**config.mk**
```make
export PLATFORM = sky130hd
export DESIGN_NAME = taylor_exp_reconstruct
export DESIGN_NICKNAME = d
export VERILOG_FILES = /design/src/rtl/taylor_exp_reconstruct.sv
export SDC_FILE = /design/constraint.sdc
export NUM_CORES = 1
export LEC_CHECK = 0
export CAP_MARGIN = 40
export CORE_ASPECT_RATIO = 1.75
export CORE_MARGIN = 2
export CORE_UTILIZATION = 55
export DETAILED_ROUTE_END_ITERATION = 10
export PLACE_DENSITY_LB_ADDON = 0.05
export SLEW_MARGIN = 40
export SYNTH_ARGS = -nofsm -noshare
export SYNTH_HDL_FRONTEND = slang
export SYNTH_SLANG_ARGS = --single-unit
```
**constraint.sdc**
```tcl
create_clock -name CLK -period 2.9 [get_ports CLK]
set_input_delay 0.29 -clock CLK [delete_from_list [all_inputs] [get_ports CLK]]
set_output_delay 0.29 -clock CLK [all_outputs]
set_load 0.005 [all_outputs]
```
**src/rtl/taylor_exp_reconstruct.sv**
```systemverilog
// Exponent reconstruction for the exponential unit: scales the Q2.30
// polynomial result p ~ e^r by 2^k with a one-bit-per-cycle shifter,
// rounds half-up on the last bit shifted out, and presents a Q16.16
// result with saturation / underflow flags on a valid/ready handshake.
module taylor_exp_reconstruct #(
    parameter int DW       = 32,
    parameter int FRAC_IN  = 30,
    parameter int FRAC_OUT = 16,
    parameter int KW       = 6
) (
    input  logic          CLK,
    input  logic          rst_n,
    input  logic          in_valid,
    output logic          in_ready,
    input  logic [DW-1:0] p_in,
    input  logic [KW-1:0] k_in,
    output logic [DW-1:0] y_out,
    output logic          out_valid,
    input  logic          out_ready,
    output logic          sat,
    output logic          uflow,
    output logic          busy
);

    // Signed shift amount needs two extra bits so k - (FRAC_IN-FRAC_OUT)
    // cannot wrap for any k.
    localparam int SW = KW + 2;

    typedef enum logic [1:0] {
        IDLE  = 2'd0,
        SHIFT = 2'd1,
        ROUND = 2'd2,
        HOLD  = 2'd3
    } state_t;

    state_t          state_q, state_d;
    logic [DW-1:0]   reg_q, reg_d;      // working shift register
    logic            guard_q, guard_d;  // last bit shifted out on the right
    logic [SW-1:0]   cnt_q, cnt_d;      // remaining shift steps
    logic            right_q, right_d;  // 1: shift right, 0: shift left
    logic            pnz_q, pnz_d;      // the accepted p_in was nonzero
    logic [DW-1:0]   y_q, y_d;
    logic            sat_q, sat_d;
    logic            uflow_q, uflow_d;
    logic            out_valid_q, out_valid_d;
    logic            in_ready_q, in_ready_d;
    logic            busy_q, busy_d;

    logic [SW-1:0]   s;
    logic [SW-1:0]   s_mag;
    logic            s_neg;
    logic            s_zero;
    logic            s_too_small;
    logic [DW:0]     round_sum;

    // Shift amount and its magnitude; anything below -DW shifts every
    // bit (guard included) out, so the result is known to be zero.
    always_comb begin
        s           = {{2{k_in[KW-1]}}, k_in} - SW'(FRAC_IN - FRAC_OUT);
        s_neg       = s[SW-1];
        s_mag       = s_neg ? (~s + 1'b1) : s;
        s_zero      = (s == '0);
        s_too_small = s_neg && (s_mag > SW'(DW));
        round_sum   = {1'b0, reg_q} + {{DW{1'b0}}, guard_q};
    end

    // Next-state and datapath: accept, iterate the shifter, round, hold.
    always_comb begin
        state_d  = state_q;
        reg_d    = reg_q;
        guard_d  = guard_q;
        cnt_d    = cnt_q;
        right_d  = right_q;
        pnz_d    = pnz_q;
        y_d      = y_q;
        sat_d    = sat_q;
        uflow_d  = uflow_q;

        case (state_q)
            IDLE: begin
                if (in_valid) begin
                    reg_d   = p_in;
                    guard_d = 1'b0;
                    cnt_d   = s_mag;
                    right_d = s_neg;
                    pnz_d   = |p_in;
                    sat_d   = 1'b0;
                    uflow_d = 1'b0;
                    if (s_zero) begin
                        state_d = ROUND;
                    end else if (s_too_small) begin
                        reg_d   = '0;
                        uflow_d = |p_in;
                        state_d = ROUND;
                    end else begin
                        state_d = SHIFT;
                    end
                end
            end

            SHIFT: begin
                if (right_q) begin
                    // Only the most recent bit out is kept; no sticky bit.
                    guard_d = reg_q[0];
                    reg_d   = reg_q >> 1;
                    cnt_d   = cnt_q - 1'b1;
                    if (cnt_q == SW'(1)) state_d = ROUND;
                end else if (reg_q[DW-1]) begin
                    // A set MSB would be lost by the next left shift.
                    y_d     = '1;
                    sat_d   = 1'b1;
                    state_d = HOLD;
                end else begin
                    reg_d   = reg_q << 1;
                    cnt_d   = cnt_q - 1'b1;
                    if (cnt_q == SW'(1)) state_d = ROUND;
                end
            end

            ROUND: begin
                if (round_sum[DW]) begin
                    y_d   = '1;
                    sat_d = 1'b1;
                end else begin
                    y_d   = round_sum[DW-1:0];
                end
                uflow_d = pnz_q && (y_d == '0);
                state_d = HOLD;
            end

            HOLD: begin
                if (out_ready) state_d = IDLE;
            end

            default: state_d = IDLE;
        endcase

        // Handshake/status outputs are registered and follow the next state.
        out_valid_d = (state_d == HOLD);
        in_ready_d  = (state_d == IDLE);
        busy_d      = (state_d != IDLE);
    end

    // State and output registers; reset drops any job in flight.
    always_ff @(posedge CLK or negedge rst_n) begin
        if (!rst_n) begin
            state_q     <= IDLE;
            reg_q       <= '0;
            guard_q     <= 1'b0;
            cnt_q       <= '0;
            right_q     <= 1'b0;
            pnz_q       <= 1'b0;
            y_q         <= '0;
            sat_q       <= 1'b0;
            uflow_q     <= 1'b0;
            out_valid_q <= 1'b0;
            in_ready_q  <= 1'b1;
            busy_q      <= 1'b0;
        end else begin
            state_q     <= state_d;
            reg_q       <= reg_d;
            guard_q     <= guard_d;
            cnt_q       <= cnt_d;
            right_q     <= right_d;
            pnz_q       <= pnz_d;
            y_q         <= y_d;
            sat_q       <= sat_d;
            uflow_q     <= uflow_d;
            out_valid_q <= out_valid_d;
            in_ready_q  <= in_ready_d;
            busy_q      <= busy_d;
        end
    end

    assign y_out     = y_q;
    assign sat       = sat_q;
    assign uflow     = uflow_q;
    assign out_valid = out_valid_q;
    assign in_ready  = in_ready_q;
    assign busy      = busy_q;

endmodule

```
==> flow_metrics.tcl <==
set metrics [dict create \
    wl_um 15140 \
    initial_core_util_pct 56.33 \
    chipWidth_um 76.72 \
    synth_mux_area_share_pct 2.114 \
    yosysTopAreaCell "dfrtp_1" \
    setup_viol 0 \
    cp-end-kind "register" \
    critPathKind "register to register" \
    initialDrtViolationCount 541 \
    synth_adder_area_share_pct 2.704 \
    post-route-util_pct 72.53 \
    critPathLaunchType "register" \
    synth.avg_cell_area_sq_um 8.627 \
    tritoncts "done" \
    drc 0 \
    rsz0062_at_grt "no" \
    synth_area_sq_um 5090 \
    insertedDiodeCount 0 \
    grt_first_pass_wirelength_um 24390 \
    antenna_found_initial 0 \
    seq_area_frac_synth_pct 40.34 \
    drv_slew 0 \
    power.total_uw 7018 \
    p_per_area_nw_per_um2 1071 \
    first_global_vias 4892 \
    synth_top_family_by_area "simple AND/OR/NAND/NOR gates" \
    area_growth_pct 28.76 \
    ys_async_sr_fraction_pct 100.0 \
    hold_violations 0 \
    clk_pin_slew_ns 0.06 \
    finalCritPeriodShare_pct 93.68 \
    clock-sinks 82 \
    synth_nets 643 \
    syn_inst 590 \
    crit_arrival_ns 2.94 \
    dieHeight_um 131.3 \
    grt_start_max_net_pins 83 \
    routabilityCongestion 0.9718 \
    ir_drop_v 0.0007256 \
    cp_max_fo 4 \
    dpl.hpwl_um 11380 \
    tightest_slew_ns 0.4930 \
    cts_root_buffer "clkbuf_16" \
    cts-resized-gates 0 \
    status "complete, no violations" \
    p_leak_uw 0.002646 \
    wl_per_cell_um 18.88 \
    clkLatencyLatePin_ns 0.34 \
    dr.pass1.iters 7 \
    fillers 728 \
    yosys_warnings 0 \
    core_sq_um 9036 \
    synth_top_area_share_pct 39.82 \
    cts_buffers 9 \
    fin_setup_tns_ns 0 \
    path_cells "ha_1 > ha_1 > and3_1 > and3_1 > a31oi_1 > buf_4 > a2111oi_0 > buf_4 > mux2_2" \
    ios 79 \
    track_usage_pct 30.59 \
    synthSimpleGateAreaFrac_pct 22.94 \
    ys_types 56 \
    period_needed_ns 2.717 \
    ys_seq_elements 82 \
    dieArea_sq_um 10070 \
    ctsLongestPathBuffers 2 \
    critPathSlowestCell "a2111oi_0" \
    reg2regPathDepth 9 \
    final_cell_mix "81 x nor2_1, 81 x dfrtp_1, 77 x clkdlybuf4s50_1, 58 x a21oi_1, 50 x buf_4" \
    whs_ns 0.4030 \
    synth-compound-area-share_pct 21.14 \
    overflow 0 \
    synth.area.top_cells "dfrtp_1 40%, nor2_1 6.0%, a21oi_1 5.8%" \
    rows 46 \
    hold_path.class "input port to async pin" \
    skew_ns 0.008847 \
    ys.flop_type "dfrtp_1" \
    slew_headroom_pct 66.67 \
    cp.required_ns 3.13 \
    fmax_mhz 368.1 \
    synth_edf_count 0 \
    max_stage_delay_ns 0.43 \
    io_buffers 78 \
    synthXorXnorAreaFrac_pct 4.646 \
    htreeDepth 3 \
    vias 5038 \
    drive_gt1_share_pct 12.17 \
    antenna_left 0 \
    avgViaCountPerCell 6.282 \
    max-cap-violations 0 \
    layout.nets 730 \
]
[kinds of logic after synthesis]
family | Yosys count
mux | 10
simple gates | 231
flops | 82
compound gates | 160
fa+ha+maj | 11
xor+xnor | 27
buf+inv | 69
[per-stage QoR]
step | cells | cell area (sq um) | setup slack [ns]
floorplan | 590 | 5090 | 0.5320
global placement | 784 | 6185 | 0.2032
detailed placement | 784 | 6188 | 0.1108
CTS | 800 | 6524 | 0.1771
global route | 802 | 6554 | 0.02949
finish | 802 | 6554 | 0.1831
[critical path, delay by kind of cell, from the launching register on]
| kind | cells | cell delay, ns |
|---|---|---|
| AOI/OAI and AO/OA | 2 | 0.65 |
| and+or+nand+nor | 2 | 0.51 |
| DFF | 1 | 0.39 |
| buffers and inverters | 2 | 0.38 |
| adders and majority gates | 2 | 0.36 |
| muxes | 1 | 0.31 |
[flip-flops by register name (all words and copies together) (netlist names)]
signal	flops
pnz_q	1
reg_q	32
in_ready	1
cnt_q	8
guard_q	1
uflow	1
state_q	2
out_valid	1
busy	1
sat	1
y_out	32
right_q	1
[timing repair]
| item | 4_1_cts | 5_1_grt |
|---|---|---|
| buffers inserted | 0 | 0 |
| endpoints found under the hold margin | 0 | 36 |
| hold buffers | 0 | 1 |
[per-layer routing]
metal | vias up | share of wire, % | global-route usage, %
met5 | - | 0 | 0
met4 | 0 | 6.8 | 19.80
li1 | 2357 | - | -
met1 | 2375 | 35 | 33.27
met3 | 65 | 5.1 | 4.052
met2 | 241 | 53 | 54.58
[cells in the mapped netlist (3+ instances only)]
cell	instances
a21oi_1	59
a221oi_1	4
a222oi_1	29
a31oi_1	12
and2_1	7
and3_1	17
and4_1	9
buf_2	17
buf_4	8
clkbuf_1	28
dfrtp_1	81
ha_1	11
inv_1	13
mux2i_1	7
nand2_1	31
nand2b_1	7
nand3_1	29
nand4_1	10
nor2_1	81
nor2b_1	8
nor3_1	9
nor4_1	11
o21ai_0	26
o22a_1	9
o31ai_1	3
xnor2_1	14
xor2_1	13
[area by class of cell]
cell class,count,area (sq um),share of cell area [%]
flip-flops and latches,82,2053,31.33
repair buffers,132,1227,18.73
multi-input cells,439,2739,41.79
well taps,120,150.1,2.291
inverters,13,48.80,0.7446
clock inverters,5,102.6,1.565
clock buffers,11,232.7,3.551
[final timing paths]
kind,startpoint,endpoint,slack (ns)
setup / recovery,guard_q,sat,0.18
setup reg to reg,guard_q,sat,0.18
max in group asynchronous,rst_n,in_ready,1.88
min in group CLK,pnz_q,pnz_q,0.50
hold reg to reg,pnz_q,pnz_q,0.50
hold / removal,rst_n,y_out[2],0.40
[report_power, final]
| group | switching [uW] | leakage, uW | internal [uW] |
|---|---|---|---|
| combinational | 1980 | 0.00160 | 1600 |
| clock | 444 | 0.000160 | 840 |
| sequential | 527 | 0.000883 | 1620 |
Note: power is estimated with default switching activity, not from simulation.
